File: src/rtl/imu_pkg.sv
// imu_pkg: shared FSM states, register map, bank encodings and reset values
// for the IMU SPI target and its initiator.
// Contents: state_t, ADDR_* register addresses, BANK_* encodings,
// RST_* reset values, SNAP_BYTES, is_writable() map helper.
package imu_pkg;

    typedef enum logic [1:0] {
        IDLE,
        CMD,
        WRITE_DATA,
        READ_DATA
    } state_t;

    localparam logic [6:0] ADDR_WHO_AM_I      = 7'h00;
    localparam logic [6:0] ADDR_GYRO_CONFIG_1 = 7'h01;
    localparam logic [6:0] ADDR_PWR_MGMT_1    = 7'h06;
    localparam logic [6:0] ADDR_PWR_MGMT_2    = 7'h07;
    localparam logic [6:0] ADDR_ACCEL_CONFIG  = 7'h14;
    localparam logic [6:0] ADDR_SNAP_FIRST    = 7'h2D;
    localparam logic [6:0] ADDR_SNAP_LAST     = 7'h38;
    localparam logic [6:0] ADDR_REG_BANK_SEL  = 7'h7F;

    localparam logic [1:0] BANK_0 = 2'd0;
    localparam logic [1:0] BANK_2 = 2'd2;

    localparam logic [7:0] RST_PWR_MGMT_1    = 8'h41;
    localparam logic [7:0] RST_PWR_MGMT_2    = 8'h00;
    localparam logic [7:0] RST_GYRO_CONFIG_1 = 8'h01;
    localparam logic [7:0] RST_ACCEL_CONFIG  = 8'h01;

    localparam int SNAP_BYTES = 12;

    // True for addresses that accept writes in the given bank.
    function automatic logic is_writable(input logic [1:0] b, input logic [6:0] a);
        return (a == ADDR_REG_BANK_SEL) ||
               (b == BANK_0 && (a == ADDR_PWR_MGMT_1 || a == ADDR_PWR_MGMT_2)) ||
               (b == BANK_2 && (a == ADDR_GYRO_CONFIG_1 || a == ADDR_ACCEL_CONFIG));
    endfunction

endpackage

File: src/rtl/imu_spi_target_if.sv
// imu_spi_target_if: SPI bus between initiator and IMU target.
// Signals: cs (active-low select), sclk (mode 0 clock), sdi (to target), sdo (from target).
// Modports: master = initiator side, slave = target side.
interface imu_spi_target_if;
    logic cs;
    logic sclk;
    logic sdi;
    logic sdo;

    modport master (output cs, sclk, sdi, input sdo);
    modport slave  (input cs, sclk, sdi, output sdo);
endinterface

File: src/rtl/spi_sync_edge.sv
// spi_sync_edge: 2-flop synchronizer with rise/fall detect on the synchronized level.
// Ports: hz100 clock, n_rst async active-low reset, d async input,
// q synchronized level, rise/fall one-cycle edge pulses.
module spi_sync_edge #(
    parameter logic RST_VAL = 1'b0
) (
    input  logic hz100,
    input  logic n_rst,
    input  logic d,
    output logic q,
    output logic rise,
    output logic fall
);

    logic s1, s2, prev;

    always_ff @(posedge hz100 or negedge n_rst) begin
        if (!n_rst) begin
            s1   <= RST_VAL;
            s2   <= RST_VAL;
            prev <= RST_VAL;
        end else begin
            s1   <= d;
            s2   <= s1;
            prev <= s2;
        end
    end

    assign q    = s2;
    assign rise = s2 & ~prev;
    assign fall = ~s2 & prev;

endmodule

File: src/rtl/imu_spi_target.sv
// imu_spi_target: SPI mode-0 register target with banked register map and sensor snapshot.
// Ports: hz100 clock, n_rst async active-low reset, bus (SPI slave modport),
// sensor_data live sensor words, pwr_mgmt_1/pwr_mgmt_2/gyro_config_1/accel_config
// register contents, bank current bank, wr_strobe per committed write,
// xfer_done per transaction end.
module imu_spi_target
    import imu_pkg::*;
#(
    parameter logic [7:0] WHO_AM_I_VAL = 8'hEA
) (
    input  logic            hz100,
    input  logic            n_rst,
    imu_spi_target_if.slave bus,
    input  logic [95:0]     sensor_data,
    output logic [7:0]      pwr_mgmt_1,
    output logic [7:0]      pwr_mgmt_2,
    output logic [7:0]      gyro_config_1,
    output logic [7:0]      accel_config,
    output logic [1:0]      bank,
    output logic            wr_strobe,
    output logic            xfer_done
);

    state_t state, state_nxt;
    logic cs_s, cs_rise, cs_fall;
    logic sclk_s, sclk_rise, sclk_fall;
    logic [1:0] sdi_ff;
    logic sdi_s;
    logic [2:0] bit_cnt;
    logic [6:0] shift_in;
    logic [6:0] addr;
    logic [7:0] shift_out;
    logic [7:0] rx_byte;
    logic [7:0] rd_byte;
    logic [7:0] snap [SNAP_BYTES];
    logic [3:0] snap_idx;
    logic abort, start, byte_done;

    spi_sync_edge #(.RST_VAL(1'b1)) u_cs_sync (
        .hz100(hz100), .n_rst(n_rst), .d(bus.cs), .q(cs_s), .rise(cs_rise), .fall(cs_fall)
    );

    spi_sync_edge #(.RST_VAL(1'b0)) u_sclk_sync (
        .hz100(hz100), .n_rst(n_rst), .d(bus.sclk), .q(sclk_s), .rise(sclk_rise), .fall(sclk_fall)
    );

    // sdi shares the two-stage latency of sclk, so sdi_s is aligned with sclk_rise.
    always_ff @(posedge hz100 or negedge n_rst) begin
        if (!n_rst) sdi_ff <= 2'b00;
        else        sdi_ff <= {sdi_ff[0], bus.sdi};
    end
    assign sdi_s = sdi_ff[1];

    // cs rising outranks any byte completing in the same cycle.
    assign abort     = cs_rise && state != IDLE;
    // Mode 0 idles sclk low; a select arriving with sclk high is not a valid start.
    assign start     = state == IDLE && cs_fall && !sclk_s;
    assign byte_done = sclk_rise && bit_cnt == 3'd7;
    assign rx_byte   = {shift_in, sdi_s};
    assign snap_idx  = 4'(addr - ADDR_SNAP_FIRST);

    always_ff @(posedge hz100 or negedge n_rst) begin
        if (!n_rst) state <= IDLE;
        else        state <= state_nxt;
    end

    always_comb begin
        state_nxt = state;
        if (abort)
            state_nxt = IDLE;
        else if (start)
            state_nxt = CMD;
        else if (state == CMD && byte_done)
            state_nxt = rx_byte[7] ? READ_DATA : WRITE_DATA;
    end

    always_comb begin
        rd_byte = 8'h00;
        if (addr == ADDR_REG_BANK_SEL)
            rd_byte = {2'b00, bank, 4'h0};
        else if (bank == BANK_0)
            rd_byte = addr == ADDR_WHO_AM_I   ? WHO_AM_I_VAL :
                      addr == ADDR_PWR_MGMT_1 ? pwr_mgmt_1 :
                      addr == ADDR_PWR_MGMT_2 ? pwr_mgmt_2 :
                      (addr >= ADDR_SNAP_FIRST && addr <= ADDR_SNAP_LAST) ? snap[snap_idx] : 8'h00;
        else if (bank == BANK_2)
            rd_byte = addr == ADDR_GYRO_CONFIG_1 ? gyro_config_1 :
                      addr == ADDR_ACCEL_CONFIG  ? accel_config : 8'h00;
    end

    always_ff @(posedge hz100 or negedge n_rst) begin
        if (!n_rst) begin
            bit_cnt       <= 3'd0;
            shift_in      <= 7'h00;
            shift_out     <= 8'h00;
            addr          <= 7'h00;
            bank          <= BANK_0;
            pwr_mgmt_1    <= RST_PWR_MGMT_1;
            pwr_mgmt_2    <= RST_PWR_MGMT_2;
            gyro_config_1 <= RST_GYRO_CONFIG_1;
            accel_config  <= RST_ACCEL_CONFIG;
            wr_strobe     <= 1'b0;
            xfer_done     <= 1'b0;
            for (int i = 0; i < SNAP_BYTES; i++) snap[i] <= 8'h00;
        end else begin
            wr_strobe <= 1'b0;
            xfer_done <= abort;
            if (start) begin
                for (int i = 0; i < SNAP_BYTES; i++) snap[i] <= sensor_data[95 - 8*i -: 8];
                bit_cnt   <= 3'd0;
                shift_out <= 8'h00;
            end else if (!abort && state != IDLE) begin
                if (sclk_rise) begin
                    bit_cnt  <= bit_cnt + 3'd1;
                    shift_in <= rx_byte[6:0];
                end
                if (state == CMD && byte_done)
                    addr <= rx_byte[6:0];
                if (state == WRITE_DATA && byte_done) begin
                    addr      <= addr + 7'd1;
                    wr_strobe <= is_writable(bank, addr);
                    if (addr == ADDR_REG_BANK_SEL)                   bank          <= rx_byte[5:4];
                    if (bank == BANK_0 && addr == ADDR_PWR_MGMT_1)    pwr_mgmt_1    <= rx_byte;
                    if (bank == BANK_0 && addr == ADDR_PWR_MGMT_2)    pwr_mgmt_2    <= rx_byte;
                    if (bank == BANK_2 && addr == ADDR_GYRO_CONFIG_1) gyro_config_1 <= rx_byte;
                    if (bank == BANK_2 && addr == ADDR_ACCEL_CONFIG)  accel_config  <= rx_byte;
                end
                // bit_cnt==0 on a fall means the previous byte has been fully clocked out.
                if (state == READ_DATA && sclk_fall) begin
                    if (bit_cnt == 3'd0) begin
                        shift_out <= rd_byte;
                        addr      <= addr + 7'd1;
                    end else begin
                        shift_out <= {shift_out[6:0], 1'b0};
                    end
                end
            end
        end
    end

    assign bus.sdo = (state == READ_DATA && !cs_s) ? shift_out[7] : 1'b0;

endmodule

File: src/flat_wrapper.sv
// flat-port wrapper written by rule: the top's interface ports become plain ports
module imu_spi_target_flat import imu_pkg::*;
#(
    parameter logic [7:0] WHO_AM_I_VAL = 8'hEA
)
  (hz100, n_rst, sensor_data, pwr_mgmt_1, pwr_mgmt_2, gyro_config_1, accel_config, bank, wr_strobe, xfer_done, bus_cs, bus_sclk, bus_sdi, bus_sdo);
  imu_spi_target_if bus_i ();
  input  logic hz100;
  input  logic n_rst;
  input  logic [95:0] sensor_data;
  output logic [7:0] pwr_mgmt_1;
  output logic [7:0] pwr_mgmt_2;
  output logic [7:0] gyro_config_1;
  output logic [7:0] accel_config;
  output logic [1:0] bank;
  output logic wr_strobe;
  output logic xfer_done;
  input wire logic [$bits(bus_i.cs)-1:0] bus_cs;
  input wire logic [$bits(bus_i.sclk)-1:0] bus_sclk;
  input wire logic [$bits(bus_i.sdi)-1:0] bus_sdi;
  output wire logic [$bits(bus_i.sdo)-1:0] bus_sdo;
  assign bus_i.cs = bus_cs;
  assign bus_i.sclk = bus_sclk;
  assign bus_i.sdi = bus_sdi;
  assign bus_sdo = bus_i.sdo;
  imu_spi_target #(.WHO_AM_I_VAL(WHO_AM_I_VAL)) u_core (.hz100(hz100), .n_rst(n_rst), .bus(bus_i), .sensor_data(sensor_data), .pwr_mgmt_1(pwr_mgmt_1), .pwr_mgmt_2(pwr_mgmt_2), .gyro_config_1(gyro_config_1), .accel_config(accel_config), .bank(bank), .wr_strobe(wr_strobe), .xfer_done(xfer_done));
endmodule
File: config.mk
export PLATFORM = sky130hd
export DESIGN_NAME = imu_spi_target_flat
export DESIGN_NICKNAME = d
export VERILOG_FILES = /design/src/rtl/imu_pkg.sv /design/src/rtl/imu_spi_target_if.sv /design/src/rtl/spi_sync_edge.sv /design/src/rtl/imu_spi_target.sv /design/src/flat_wrapper.sv
export SDC_FILE = /design/constraint.sdc
export NUM_CORES = 1
export LEC_CHECK = 0
export ABC_CLOCK_PERIOD_IN_PS = 2850
export BUFFER_PORTS_ARGS = -buffer_cell sky130_fd_sc_hd__buf_2
export CAP_MARGIN = 15
export CORE_MARGIN = 2
export CORE_UTILIZATION = 44
export DETAILED_ROUTE_END_ITERATION = 7
export PLACE_DENSITY = 0.66
export SYNTH_ARGS = -nofsm -noshare
export SYNTH_HDL_FRONTEND = slang
export SYNTH_SLANG_ARGS = --single-unit
export TNS_END_PERCENT = 10
File: constraint.sdc
create_clock -name hz100 -period 2.85 [get_ports hz100]
set_input_delay 0.57 -clock hz100 [delete_from_list [all_inputs] [get_ports hz100]]
set_output_delay 0.57 -clock hz100 [all_outputs]
set_load 0.1 [all_outputs]
* Word level (Yosys, flattened, before mapping) *
Index checks and enable logic that the tools add are counted.

word-level totals
  register bits after elaboration = 167
  bits in latches = 0
  bits in writable memories = 0
  bits in read-only memories = 0
  input bits = 101
  output and inout bits = 37
  logic and storage cells = 129
  memories kept = 0

operators by class
  $add $sub $neg = 3
  $mul = 0
  divide/modulo/power cells = 0
  magnitude comparators = 3
  eq/ne operators = 10
  shift-type cells = 0
  mux-type cells = 31
  bitwise logic cells = 10
  reduce and logical (&&, ||, !) cells = 41

operators with widths
  kind                                                                              number
  8-bit two-way mux                                                                 15
  8-bit binary-select mux with 4-bit select                                         1
  7-bit two-way mux                                                                 4
  4-bit AND reduction                                                               5
  1-bit logical AND                                                                 16
  7-bit by 3-bit == test with 1-bit output, second input constant                   2
  3-bit two-way mux                                                                 3
  2-bit nonzero test                                                                4
  7-bit by 1-bit adder with 7-bit output, second input constant                     1
  7-bit by 1-bit == test with 1-bit output, second input constant                   1
  7-bit by 5-bit == test with 1-bit output, second input constant                   1
  7-bit == test, second input constant                                              1
  7-bit by 6-bit >= comparator with 1-bit output, second input constant             1
  7-bit by 6-bit less-or-equal comparator with 1-bit output, second input constant  1
  7-bit zero test                                                                   1
  2-bit == test, second input constant                                              3
  2-bit two-way mux                                                                 3
  2-bit AND reduction                                                               3
  5-bit >= comparator, second input constant                                        1
  1-bit two-way mux                                                                 5
  1-bit NOT                                                                         5
  4-bit NOT with 5-bit output                                                       1
  1-bit AND                                                                         4
  2-bit zero test                                                                   2
  9 further kinds                                                                   14

* Longest topological paths before layout *
  word-level depth = 15
  mapped depth = 11

* By module *
Synthesis repeated with hierarchy kept, for this count alone.

unflattened totals
  cells, all modules = 782
  area, all modules = 7896.3 um2

by module, submodules not included
  module                              instances  cells each  area an instance (um2)  seq. area each (um2)
  imu_spi_target                      1          772         7712.4                  4033.9
  spi_sync_edge (u_core.u_cs_sync)    1          5           93.8                    78.8
  spi_sync_edge (u_core.u_sclk_sync)  1          5           90.1                    75.1

* Worst setup path before layout *
No wires, ideal clock.

  path type = register -> output
  start point = register u_core.state[1]
  end point = output bus_sdo
  arrival time = 2.753 ns
  required time = 2.280 ns
  path slack = -0.473 ns
  stages on the path, launching flop included = 4
  cell sequence = dfrtp_1 buf_4 nand2_1 nor3b_1

on the way
  longest elaborated chain between the ends = 3

RTL lines
  element                   line                   RTL
  start: declaration        imu_spi_target.sv:24   state_t state, state_nxt;
  start signal: assignment  imu_spi_target.sv:64   else state <= state_nxt;
  2-bit == test             imu_spi_target.sv:141  assign bus.sdo = (state == READ_DATA && !cs_s) ? shift_out[7] : 1'b0;
  1-bit logical AND         imu_spi_target.sv:141
  1-bit two-way mux         imu_spi_target.sv:141
  end: declaration          flat_wrapper.sv:21     output wire logic [$bits(bus_i.sdo)-1:0] bus_sdo;

No other way between the ends.

* Worst setup path in the final report *
  start point = register u_core.bit_cnt[0]
  end point = register u_core.pwr_mgmt_2[2]

on the way
  longest elaborated chain between the ends = 4

RTL lines
  element                        line                   RTL
  start: declaration             imu_spi_target.sv:29   logic [2:0] bit_cnt;
  start signal: assignment       imu_spi_target.sv:114  bit_cnt <= bit_cnt + 3'd1;
  3-bit == test                  imu_spi_target.sv:58   assign byte_done = sclk_rise && bit_cnt == 3'd7;
  1-bit logical AND              imu_spi_target.sv:58
  1-bit logical AND              imu_spi_target.sv:119  if (state == WRITE_DATA && byte_done) begin
  4-bit AND reduction (no line)  n/a
  end signal: assignment         imu_spi_target.sv:124  if (bank == BANK_0 && addr == ADDR_PWR_MGMT_2) pwr_mgmt_2 <= rx_byte;
  end: declaration               imu_spi_target.sv:16   output logic [7:0] pwr_mgmt_2,

No other way between the ends.
A chain may end at the register's enable or synchronous reset.

==> run summary <==
status -> finished with violations
failing checks -> DRC
Nets -> 1066
DR iter-0 viols -> 590
max-cap viol count -> 0
slowest stage delay, CP -> 0.60 ns
power per cell area -> 795 nW/um2
GR Util All Layers -> 23.7%
hpwl dp -> 15800 um
Post-DP Area -> 9190 um2
post-synth cell types -> 63
RSZ-0062 raised after global routing -> false
Slew Limit Fails -> 0
Post-CTS Resized -> 0
cts bufs inserted -> 17
fin crit period -> 2.54 ns
Congestion Overflow GR -> 0
post-route worst setup slack -> 0.310 ns
Core Region -> 18100 um2
fin area -> 9850 um2
syn_nets -> 938
critical path data arrival time -> 2.86 ns
WP data required -> 3.17 ns
final hold vios -> 0
vias in the first global route -> 6470
final setup violation count -> 0
clock slew at reported path FFs -> 0.06 ns
CTS Hold Bufs -> 0
Synth Instances -> 829
slowest CP cell -> nor4b_4
buffers added on ports -> 137
Die ar. -> 19600 um2
crit end category -> register
Area Overhead vs Synth -> 20.8%
TNS Setup -> 0 ns
final wirelength -> 22100 um
Seq cells post-synth -> 167
Finished Layout Cells -> 1199
Post-synth EDFFs -> 0
DRC errors left -> 3
mapped cell area -> 8150 um2
Seq/Total Area, Yosys -> 51.4%
DR WL/cell -> 18.5 um
fmax -> 394 MHz
Async S/R FF share, synth -> 100%
Clock Path Buffers -> 2
clk sink count -> 167
fraction of layout cells with a size suffix above 1 -> 28.5%
Ports -> 138
top post-synthesis cells by area -> dfrtp_1 49%, nand2_1 15%, mux2_2 5.0%
Max IR drop VDD -> 0.448 mV
vias per cell -> 5.43
area leader, netlist -> dfrtp_1
setup bufs post-CTS -> 0
post-layout util -> 54.5%
top_reg_cell synth -> dfrtp_1
root buf cell -> clkbuf_16
clk_lat worst skew -> 0.44 ns
TritonCTS clock tree -> built
CP cell instances -> ha_1 > ha_1 > nand3b_1 > or4_1 > nor4b_4 > mux2_2
Final Wtd Congestion -> 0.941
Crit Path Class -> register to register
Setup Slack @ Placement -> 0.320 ns
Clock Skew -> 0.0108 ns
Yosys warning total -> 0
Leak -> 4.89 nW
Vias -> 6506
Hold WC Path Type -> primary input to asynchronous set/reset pin
most frequent CP cell -> ha_1
Die Y-Extent -> 140 um
Synth Area per Inst -> 9.83 um2
share of the synthesized area in the top cell type -> 49.1%
H-tree levels -> 4
worst-margin pin slew -> 0.701 ns
initial antenna violation count -> 0
Cells after DPL -> 1167
DRT Pass-1 Iters -> 8
worst-path fanout max -> 8
# rows -> 49
pin count of the biggest net entering global routing -> 91
global-route wire length before repair -> 35900 um
Final ANT Viol Nets -> 0
chip width -> 140 um
initial core utilization -> 45.1%
final cycle utilization of the critical path -> 89.1%
startpoint types -> register
ANT cells -> 0
Slew Limit Headroom -> 53.0%
-- path summary, 6_finish.rpt --
path | endpoint | slack (ns) | from | depth (start not counted)
setup / recovery | u_core.pwr_mgmt_2[2]$_DFFE_PN0P_ | 0.31 | u_core.bit_cnt[0]$_DFFE_PN0P_ | 6
hold / removal | u_core.snap[37]$_DFFE_PN0P_ | 0.08 | n_rst | 1
setup reg to reg | u_core.pwr_mgmt_2[2]$_DFFE_PN0P_ | 0.31 | u_core.bit_cnt[0]$_DFFE_PN0P_ | 6
hold reg to reg | u_core.sdi_ff[1]$_DFF_PN0_ | 0.35 | u_core.sdi_ff[0]$_DFF_PN0_ | 0
max in group asynchronous | u_core.u_cs_sync.prev$_DFF_PN1_ | 1.95 | n_rst | 2
min in group hz100 | u_core.u_cs_sync.s1$_DFF_PN1_ | 0.23 | bus_cs | 1
-- cells by family (layout without fill, tap and decap cells) --
kind of cell / after synthesis / in the layout / share of synthesized area, %
buf+inv: 64 / 205 / 3.28
simple gates: 411 / 411 / 21.9
flops: 167 / 167 / 51.4
fa+ha+maj: 8 / 8 / 1.23
xor+xnor: 4 / 4 / 0.430
mux: 84 / 84 / 14.1
compound gates: 91 / 91 / 7.67
-- state kept, by name, indices dropped and copies added, names as in the netlist --
name	flops
u_core.u_cs_sync.s1	1
u_core.bank	2
u_core.pwr_mgmt_1	8
u_core.state	2
u_core.shift_out	8
u_core.wr_strobe	1
u_core.shift_in	7
u_core.sdi_ff	2
u_core.xfer_done	1
u_core.snap	96
u_core.u_sclk_sync.q	1
u_core.pwr_mgmt_2	8
u_core.accel_config	8
u_core.gyro_config_1	8
u_core.addr	7
u_core.bit_cnt	3
u_core.u_cs_sync.prev	1
u_core.u_sclk_sync.s1	1
u_core.u_cs_sync.q	1
u_core.u_sclk_sync.prev	1
-- metrics by stage --
step	hold WS (ns)	power (mW)
3_3_place_gp	0.341	5.22
5_1_grt	0.107	8.30
2_1_floorplan	0.274	4.66
3_5_place_dp	0.337	5.28
6_report	0.0819	7.83
4_1_cts	0.0809	7.88
-- cells in the mapped netlist, types with 10 or more instances --
cell	n
a21oi_1	23
buf_2	13
clkbuf_1	37
dfrtp_1	160
mux2_2	36
mux2i_1	22
mux4_2	18
nand2_1	317
nand3b_1	10
nor2_1	19
nor3_1	12
nor3b_1	14
o21ai_0	18
-- worst max-delay path: cells and delay by family, from the launching register on --
kind / cells / cell delay [ns]
and+or+nand+nor: 3 / 1.28
muxes: 1 / 0.41
DFF: 1 / 0.39
adders and majority gates: 2 / 0.36
-- power by group --
| part | internal, mW | total [mW] | switching (mW) |
|---|---|---|---|
| clock network | 1.60 | 2.56 | 0.962 |
| logic | 0.738 | 1.60 | 0.858 |
| registers | 3.14 | 3.67 | 0.533 |
-- cell type report --
cell class                 instances  area (um2)
multi-input combinational        598        3720
tap                              229         287
sequential                       167        4190
inverter                          10        37.5
clock inverter                    12         200
clock buffer                      20         457
fill                            1615        8240
timing repair buffer             163         962
-- layout by cell type, fill, tap and decap left out, types with 10 or more instances in the layout --
master / instances
nor3b_1: 13
mux4_2: 18
nand2_1: 317
mux2_2: 36
clkbuf_16: 17
a21oi_1: 23
nor3_1: 12
dfrtp_1: 159
o21ai_0: 18
buf_4: 20
mux2i_1: 22
buf_2: 136
nand3b_1: 10
nor2_1: 19
-- layer usage --
| layer | GRT usage (%) | up-vias | routed length (um) |
|---|---|---|---|
| met5 | 0 | - | 0 |
| li1 | - | 3079 | - |
| met3 | 4.17 | 28 | 1140 |
| met2 | 37.5 | 205 | 10500 |
| met4 | 6.91 | 0 | 384 |
| met1 | 33.7 | 3194 | 10100 |
(Power assumes the default switching activity.)
